$ cat config.mk
export PLATFORM = sky130hd
export DESIGN_NAME = spi_input_sync_flat
export DESIGN_NICKNAME = d
export VERILOG_FILES = /design/src/rtl/spi_sync_pkg.sv /design/src/rtl/spi_input_sync_if.sv /design/src/rtl/spi_sync_bit.sv /design/src/rtl/spi_input_sync.sv /design/src/flat_wrapper.sv
export SDC_FILE = /design/constraint.sdc
export NUM_CORES = 1
export LEC_CHECK = 0
export CORE_AREA = 2 2 46 48
export DETAILED_ROUTE_END_ITERATION = 12
export DIE_AREA = 0 0 48 50
export PLACE_DENSITY = 0.8
export SLEW_MARGIN = 20
export SYNTH_ARGS = -nofsm -noshare
export SYNTH_HDL_FRONTEND = slang
export SYNTH_SLANG_ARGS = --single-unit
$ cat constraint.sdc
create_clock -name clk -period 2.5 [get_ports clk]
set_input_delay 0.5 -clock clk [delete_from_list [all_inputs] [get_ports clk]]
set_output_delay 0.5 -clock clk [all_outputs]
set_load 0.005 [all_outputs]
$ cat src/rtl/spi_sync_pkg.sv
// rtl/spi_sync_pkg.sv - shared constants and sizing helper for the SPI input synchroniser
package spi_sync_pkg;

  localparam int SYNC_STAGES_DEF = 2;
  localparam int FILTER_LEN_DEF  = 1;

  // Width of a counter that must hold 0..filter_len; never narrower than one bit
  function automatic int cnt_width(input int filter_len);
    int w;
    w = $clog2(filter_len + 1);
    return (w < 1) ? 1 : w;
  endfunction

endpackage

$ cat src/rtl/spi_input_sync_if.sv
// rtl/spi_input_sync_if.sv - pad-side inputs and filtered/edge outputs of the SPI input synchroniser
interface spi_input_sync_if #(
  parameter int WIDTH = 4
);

  logic             ena;
  logic [WIDTH-1:0] data_in;
  logic [WIDTH-1:0] data_out;
  logic [WIDTH-1:0] rise;
  logic [WIDTH-1:0] fall;
  logic             changed;

  // Driver of the pads/enable, consumer of the filtered value and pulses
  modport master (
    output ena,
    output data_in,
    input  data_out,
    input  rise,
    input  fall,
    input  changed
  );

  // The synchroniser itself
  modport slave (
    input  ena,
    input  data_in,
    output data_out,
    output rise,
    output fall,
    output changed
  );

endinterface

$ cat src/rtl/spi_sync_bit.sv
// rtl/spi_sync_bit.sv - one bit: synchroniser chain, deglitch filter, output flop and edge pulses
module spi_sync_bit
  import spi_sync_pkg::*;
#(
  parameter int   STAGES     = SYNC_STAGES_DEF,
  parameter int   FILTER_LEN = FILTER_LEN_DEF,
  parameter logic RESET_VAL  = 1'b0
) (
  input  logic clk,
  input  logic rst,
  input  logic ena_i,
  input  logic data_i,
  output logic data_o,
  output logic rise_o,
  output logic fall_o,
  output logic edge_d_o
);

  localparam int             CW       = cnt_width(FILTER_LEN);
  localparam logic [CW-1:0] CNT_LAST = CW'(FILTER_LEN - 1);

  if (STAGES < 2) begin : g_stages_chk
    $error("spi_sync_bit: STAGES must be at least 2");
  end
  if (FILTER_LEN < 1) begin : g_filter_chk
    $error("spi_sync_bit: FILTER_LEN must be at least 1");
  end

  logic [STAGES-1:0] sync_q, sync_d;
  logic [CW-1:0]     cnt_q, cnt_d;
  logic              data_q, data_d;
  logic              rise_q, rise_d;
  logic              fall_q, fall_d;
  logic              sync_out;

  // Only sync_q[0] ever samples the asynchronous pad; the rest is a plain shift
  assign sync_out = sync_q[STAGES-1];

  // Chain advances only on enabled edges
  always_comb begin
    sync_d = sync_q;
    if (ena_i) begin
      sync_d = {sync_q[STAGES-2:0], data_i};
    end
  end

  // Filter: a new chain value must persist FILTER_LEN enabled edges before adoption;
  // any return to the current output value before then discards the run
  always_comb begin
    cnt_d  = cnt_q;
    data_d = data_q;
    if (ena_i) begin
      if (sync_out == data_q) begin
        cnt_d = '0;
      end else if (cnt_q == CNT_LAST) begin
        data_d = sync_out;
        cnt_d  = '0;
      end else begin
        cnt_d = cnt_q + CW'(1);
      end
    end
    rise_d = data_d & ~data_q;
    fall_d = ~data_d & data_q;
  end

  // State registers; pulses are rebuilt every edge so they last exactly one cycle
  always_ff @(posedge clk or posedge rst) begin
    if (rst) begin
      sync_q <= {STAGES{RESET_VAL}};
      cnt_q  <= '0;
      data_q <= RESET_VAL;
      rise_q <= 1'b0;
      fall_q <= 1'b0;
    end else begin
      sync_q <= sync_d;
      cnt_q  <= cnt_d;
      data_q <= data_d;
      rise_q <= rise_d;
      fall_q <= fall_d;
    end
  end

  assign data_o   = data_q;
  assign rise_o   = rise_q;
  assign fall_o   = fall_q;
  assign edge_d_o = rise_d | fall_d;

endmodule

$ cat src/rtl/spi_input_sync.sv
// rtl/spi_input_sync.sv - WIDTH-bit SPI pad synchroniser with deglitch filter and edge pulses
module spi_input_sync
  import spi_sync_pkg::*;
#(
  parameter int               WIDTH      = 4,
  parameter int               STAGES     = SYNC_STAGES_DEF,
  parameter int               FILTER_LEN = FILTER_LEN_DEF,
  parameter logic [WIDTH-1:0] RESET_VAL  = '0
) (
  input  logic             clk,
  input  logic             rst,
  spi_input_sync_if.slave  bus
);

  logic [WIDTH-1:0] data_w;
  logic [WIDTH-1:0] rise_w;
  logic [WIDTH-1:0] fall_w;
  logic [WIDTH-1:0] edge_d_w;
  logic             changed_q, changed_d;

  for (genvar i = 0; i < WIDTH; i++) begin : g_bit
    spi_sync_bit #(
      .STAGES     (STAGES),
      .FILTER_LEN (FILTER_LEN),
      .RESET_VAL  (RESET_VAL[i])
    ) u_bit (
      .clk      (clk),
      .rst      (rst),
      .ena_i    (bus.ena),
      .data_i   (bus.data_in[i]),
      .data_o   (data_w[i]),
      .rise_o   (rise_w[i]),
      .fall_o   (fall_w[i]),
      .edge_d_o (edge_d_w[i])
    );
  end

  assign changed_d = |edge_d_w;

  // Summary pulse registered on the same edge as the per-bit pulses
  always_ff @(posedge clk or posedge rst) begin
    if (rst) begin
      changed_q <= 1'b0;
    end else begin
      changed_q <= changed_d;
    end
  end

  assign bus.data_out = data_w;
  assign bus.rise     = rise_w;
  assign bus.fall     = fall_w;
  assign bus.changed  = changed_q;

endmodule

$ cat src/flat_wrapper.sv
// flat-port wrapper written by rule: the top's interface ports become plain ports
module spi_input_sync_flat import spi_sync_pkg::*;
#(
  parameter int               WIDTH      = 4,
  parameter int               STAGES     = SYNC_STAGES_DEF,
  parameter int               FILTER_LEN = FILTER_LEN_DEF,
  parameter logic [WIDTH-1:0] RESET_VAL  = '0
)
  (clk, rst, bus_ena, bus_data_in, bus_data_out, bus_rise, bus_fall, bus_changed);
  spi_input_sync_if #(.WIDTH(WIDTH)) bus_i ();
  input  logic clk;
  input  logic rst;
  input wire logic [$bits(bus_i.ena)-1:0] bus_ena;
  input wire logic [$bits(bus_i.data_in)-1:0] bus_data_in;
  output wire logic [$bits(bus_i.data_out)-1:0] bus_data_out;
  output wire logic [$bits(bus_i.rise)-1:0] bus_rise;
  output wire logic [$bits(bus_i.fall)-1:0] bus_fall;
  output wire logic [$bits(bus_i.changed)-1:0] bus_changed;
  assign bus_i.ena = bus_ena;
  assign bus_i.data_in = bus_data_in;
  assign bus_data_out = bus_i.data_out;
  assign bus_rise = bus_i.rise;
  assign bus_fall = bus_i.fall;
  assign bus_changed = bus_i.changed;
  spi_input_sync #(.WIDTH(WIDTH), .STAGES(STAGES), .FILTER_LEN(FILTER_LEN), .RESET_VAL(RESET_VAL)) u_core (.clk(clk), .rst(rst), .bus(bus_i));
endmodule
==> results of run 1 <==
==> power groups by stage <==
stage                     combinational (mW)  clock [mW]  sequential (mW)
after floorplan                        0.149           0            0.430
after global placement                 0.197           0            0.436
after detailed placement               0.202           0            0.438
after CTS                              0.202       0.164            0.432
after global routing                   0.219       0.182            0.440
final                                  0.197       0.159            0.431
==> flip-flops by register name, indices dropped and copies added, names as in the netlist <==
signal / count
u_core.bus.changed: 1
u_core.g_bit.u_bit.sync_q: 8
u_core.g_bit.u_bit.fall_o: 4
u_core.g_bit.u_bit.rise_o: 4
u_core.g_bit.u_bit.data_o: 4
==> final timing paths <==
check                                                     start                         endpoint  slack (ps)  depth (start not counted)
max in group asynchronous                                   rst  u_core.g_bit[3].u_bit.sync_q[1]        1420                          2
worst max-delay path                                    bus_ena               u_core.bus.changed         710                          4
worst max register to register     u_core.g_bit[1].u_bit.data_o               u_core.bus.changed        1290                          3
min in group asynchronous                                   rst     u_core.g_bit[1].u_bit.fall_o         620                          2
worst min register to register  u_core.g_bit[0].u_bit.sync_q[0]  u_core.g_bit[0].u_bit.sync_q[0]         510                          1
worst min-delay path            u_core.g_bit[0].u_bit.sync_q[0]  u_core.g_bit[0].u_bit.sync_q[0]         510                          1
==> worst max-delay path: stages <==
cell and delay (ps):
clkdlybuf4s50_1 760, mux2_4 350, ha_1 280, nand4_1 80
==> cells in the final DEF (no fill, tap or decap) <==
| cell type | instances |
|---|---|
| clkdlybuf4s50_1 | 19 |
| nand4_1 | 1 |
| ha_1 | 8 |
| mux2i_1 | 4 |
| buf_4 | 1 |
| clkbuf_4 | 3 |
| clkbuf_1 | 1 |
| mux2_4 | 6 |
| inv_1 | 5 |
| mux2_2 | 6 |
| dfrtp_1 | 21 |
==> metrics by stage <==
stage	util [%]	instance area, um^2	std cells
floorplan	-	970	65
global placement	56.8	1080	98
detailed placement	56.8	1080	98
CTS	58.2	1110	102
global route	58.2	1110	102
finish	58.2	1110	102
==> cell families after synthesis <==
logic type | count (synthesis) | share of synthesized area, %
buffers and inverters | 19 | 14.5
multiplexers | 16 | 20.4
flip-flops | 21 | 54.2
adder cells (fa/ha/maj) | 8 | 10.3
AND/OR/NAND/NOR | 1 | 0.646
==> final cells by class <==
class	count	area share, %
Timing Repair Buffer	20	17.9
Clock buffer	4	2.38
Tap cell	27	3.05
Sequential cell	21	47.5
Inverter	5	1.70
Multi-Input combinational cell	25	27.5
==> metal layers <==
metal	up-vias	share of wire, %
met5	-	0
met4	0	3.0
met3	4	4.9
met2	17	47
met1	221	45
li1	218	-
==> impl_metrics.toml, run 1 <==
[status]
outcome = "finished clean"

[timing]
fin_skew_ps = 4.78
finalCritPeriodShare_pct = 71.5
setup_viol = 0
relSlewSlack_pct = 50.6
setup_ws_ps = 713
drv_slew = 0
tns_ps = 0
max_freq_mhz = 559
fin_hold_ws_ps = 512
hold_viol = 0
tightest_slew_ps = 740
rsz0062_at_grt = "no"
fin_crit_ps = 1790

[synth]
yosysUniqueCellTypes = 10
yosys.area.top_type = "dfrtp_1"
post_synth_main_area_contributors = "dfrtp_1 54%, ha_1 10%, buf_4 9.3%"
synth_async_sr_flop_share_pct = 100
synth-edff-count = 0
ys_seq_elements = 21
syn_nets = 80
ys.flop_type = "dfrtp_1"
yosysMostFrequentCell = "dfrtp_1"
ys_seq_area_share_pct = 54.2
syn_inst = 65
synth_common_cells = "21 x dfrtp_1, 12 x buf_4, 8 x ha_1"
avgSynthCellArea_um2 = 14.9
yosys_warnings = 0
syn_area_um2 = 970
synth_top_area_share_pct = 54.2

[clock_network]
cts_hold_buf = 0
htreeDepth = 1
clock_tree.root_cell = "clkbuf_4"
post_cts_buffers = 0
post_cts_resize_count = 0
clk_latency_ps = 300
path_clk_slew_ps = 110
cts_sinks = 21
clockBufferDepth = 2
cts_inserted_buffers = 3
cts_tree = "yes"

[final_layout]
regArea_um2 = 526
final_nets = 91
layout-drive-gt1-share_pct = 21.3
multiInputGateArea_um2 = 304
syn_to_final_growth_pct = 14.1
num_antenna_cells = 0
n_fill_cell = 160

[floorplan]
die-height_um = 50
die_w_um = 48
fp-row-count = 16
fp.dieArea_um2 = 2400
core_um2 = 1900
start_util_pct = 51.0
pin_count = 20

[critical_path]
worstPathRequired_ps = 2700
critPathMaxFanout = 9
worstSetupPathType = "in -> reg"
start_kind = "input pin"
arrival_ps = 1980
cp-end-kind = "flop"

[route]
avgRoutedWirePerCell_um = 11.1
via_count = 460
viasPerCell = 4.51
drt-initial-drc-count = 1
ant_nets = 0
drc_errors = 0
wl_um = 1130
firstDrtPassIters = 2

[min_path]
hold_class = "reg -> reg"

[global_route]
grt_busiest_layer = "met2"
antenna_found_initial = 0
met1_usage_pct = 13.8
grt_pass1_wl_um = 1890
use_met2_pct = 16.9
grt_max_degree = 22
grt_pass1_vias = 457
grt.total_usage_pct = 11.7
grtUsageMet3_pct = 3.30
gr-total-overflow = 0

[placement]
post-place-ws_ps = 375
gp_congestion = 0.633
dp_hpwl_um = 843
io_buffer_count = 19

[power_and_ir_drop]
peakVddDrop_mv = 0.347
p_leak_nw = 0.531
powerDensity_nw_per_um2 = 712
total_power_uw = 788
switchingPower_uw = 196
clkPwrFrac_pct = 20.2
sw_frac_of_total_pct = 24.9
p_int_uw = 592
pwr-share-comb_pct = 25.1
p_seq_share_pct = 54.7

[run]
maxCapViolCount = 0
Note: power is estimated with default switching activity, not from simulation.
==> inputs of run 2 (changes only) <==
CORE_AREA = 2 2 50 52   (was 2 2 46 48)
DIE_AREA = 0 0 52 54   (was 0 0 48 50)
PLACE_DENSITY = 0.72   (was 0.8)
clock period = 1.5 ns   (was 2.5 ns; I/O delays follow)
==> run 2 against run 1 <==
Against the previous run:
- sequential cell count did not move
- largest cell class unchanged
- worst hold slack got worse by 190 ps
- largest power group unchanged
- first-iteration DRC count stayed put
- non-clock buffer count increased by 9
- register-to-register slack worse by 1200 ps
- sequential power is 62% higher
- via count is 4.8% higher
- cell count is 12% higher
- clock-buffer cell count shrank 1
- highest routed layer unchanged
==> impl_metrics.toml, run 2 (same netlist as run 1, synthesis figures left out) <==
[critical_path]
arrival_ps = 1620
start_kind = "input pin"
crit_slowest_cell = "clkdlybuf4s50_1"
ff2ff_setup_slack_ps = 100
crit_chain = "clkdlybuf4s50_1, buf_12, mux2_4, ha_1, nand4_1"
r2r-start = "u_core.g_bit[2].u_bit.data_o"
rr_worst_depth = 5
worstPathRequired_ps = 1680
worstSetupPathType = "in -> reg"
cp-endpoint = "u_core.bus.changed"
critPathMaxFanout = 10
cp-end-kind = "flop"
crit_start = "bus_ena"
slowest_delay_ps = 500
r2r_end = "u_core.bus.changed"

[timing]
finalCritPeriodShare_pct = 95.9
hold_viol = 0
setup_viol = 0
fin_skew_ps = 7.80
tightest_slew_ps = 248
relSlewSlack_pct = 83.5
fin_hold_ws_ps = 317
drv_slew = 0
rsz0062_at_grt = "no"
fin_crit_ps = 1440
max_freq_mhz = 695
setup_ws_ps = 61.2

[clock_network]
clockBufferDepth = 2
clock_tree.root_cell = "clkbuf_4"
cts_inserted_buffers = 3
cts_tree = "yes"
htreeDepth = 1
path_clk_slew_ps = 110
cts_hold_buf = 0
cts_sinks = 21
clk_latency_ps = 290

[route]
drc_errors = 0
firstDrtPassIters = 2
ant_nets = 0
via_count = 482
avgRoutedWirePerCell_um = 9.24
viasPerCell = 4.23
wl_um = 1050
drt-initial-drc-count = 1

[floorplan]
fp-row-count = 18
die-height_um = 54
start_util_pct = 41.8
die_w_um = 52
fp.dieArea_um2 = 2810
pin_count = 20
core_um2 = 2320

[global_route]
grt_max_degree = 22
antenna_found_initial = 0
grt_pass1_wl_um = 1850
grt.total_usage_pct = 8.88
grt_pass1_vias = 460
gr-total-overflow = 0

[power_and_ir_drop]
peakVddDrop_mv = 0.535
powerDensity_nw_per_um2 = 1120
total_power_mw = 1.34
p_leak_nw = 0.610

[final_layout]
num_antenna_cells = 0
final_cell_mix = "21 x dfrtp_1, 16 x clkdlybuf4s50_1, 9 x buf_4, 8 x ha_1"
final_nets = 100
top_register = "u_core.g_bit.u_bit.sync_q"
syn_to_final_growth_pct = 23.6
layout-drive-gt1-share_pct = 31.0
largest_reg_flops = 8
mostFrequentLayoutCell = "dfrtp_1"

[run]
maxCapViolCount = 0

[status]
outcome = "finished clean"

[min_path]
hold_class = "in -> async"

[placement]
post-place-ws_ps = -269
io_buffer_count = 19
gp_congestion = 0.676
dp_hpwl_um = 797
==> run 2: cell count changes in the layout (fill, tap and decap cells not counted), sizes merged <==
| cell | delta |
|---|---|
| buf | +9 |
| clkdlybuf4s50 | -3 |
| dlymetal6s2s | +3 |
| clkbuf | -1 |
| clkinv | +1 |
==> run 2: how the worst min path moves through the flow <==
stage,to,slack (ps),depth (start not counted)
after floorplan,u_core.bus.changed,280,1
after global placement,u_core.g_bit[3].u_bit.sync_q[1],480,1
after detailed placement,u_core.g_bit[1].u_bit.sync_q[0],490,1
after CTS,u_core.g_bit[2].u_bit.fall_o,320,3
after global routing,u_core.g_bit[2].u_bit.rise_o,340,3
final,u_core.g_bit[2].u_bit.data_o,320,3
==> run 2: power by group <==
part / internal, mW / leakage (nW) / switching (mW)
registers: 0.660 / 0.253 / 0.0365
clock network: 0.0989 / 0.0177 / 0.153
logic: 0.263 / 0.339 / 0.132
total: 1.02 / 0.610 / 0.321
==> run 2: what timing repair did <==
item | in CTS | in global routing
setup buffers | 4 | 2
resized for setup | 0 | 3
setup endpoints to repair | 4 | 3
==> run 2: critical path: cells and delay by family <==
family / cells / cell delay, ps
buffers and inverters: 2 / 640
and+or+nand+nor: 1 / 90
adders and majority gates: 1 / 280
muxes: 1 / 300
==> run 2: cell type report <==
| type | instances | area (um^2) |
|---|---|---|
| sequential | 21 | 526 |
| tap | 30 | 37.5 |
| fill | 199 | 1120 |
| multi-input combinational | 25 | 304 |
| inverter | 5 | 18.8 |
| clock buffer | 3 | 22.5 |
| clock inverter | 1 | 5.00 |
| timing repair buffer | 29 | 285 |
==> run 2: stage by stage <==
stage,setup TNS [ps],utilization [%],instances,cell area (um^2)
final,0,51.7,114,1200
after global routing,0,51.7,114,1200
after CTS,0,50.7,112,1180
after detailed placement,-750,48.2,104,1120
after global placement,-709,48.2,104,1120
after floorplan,0,-,65,970
==> run 2: layer usage <==
| metal | part of all wire [%] | global-route usage [%] |
|---|---|---|
| met1 | 45 | 10.2 |
| met2 | 48 | 15.4 |
| met3 | 4.7 | 1.67 |
| met4 | 1.8 | 5.26 |
| met5 | 0 | 0 |
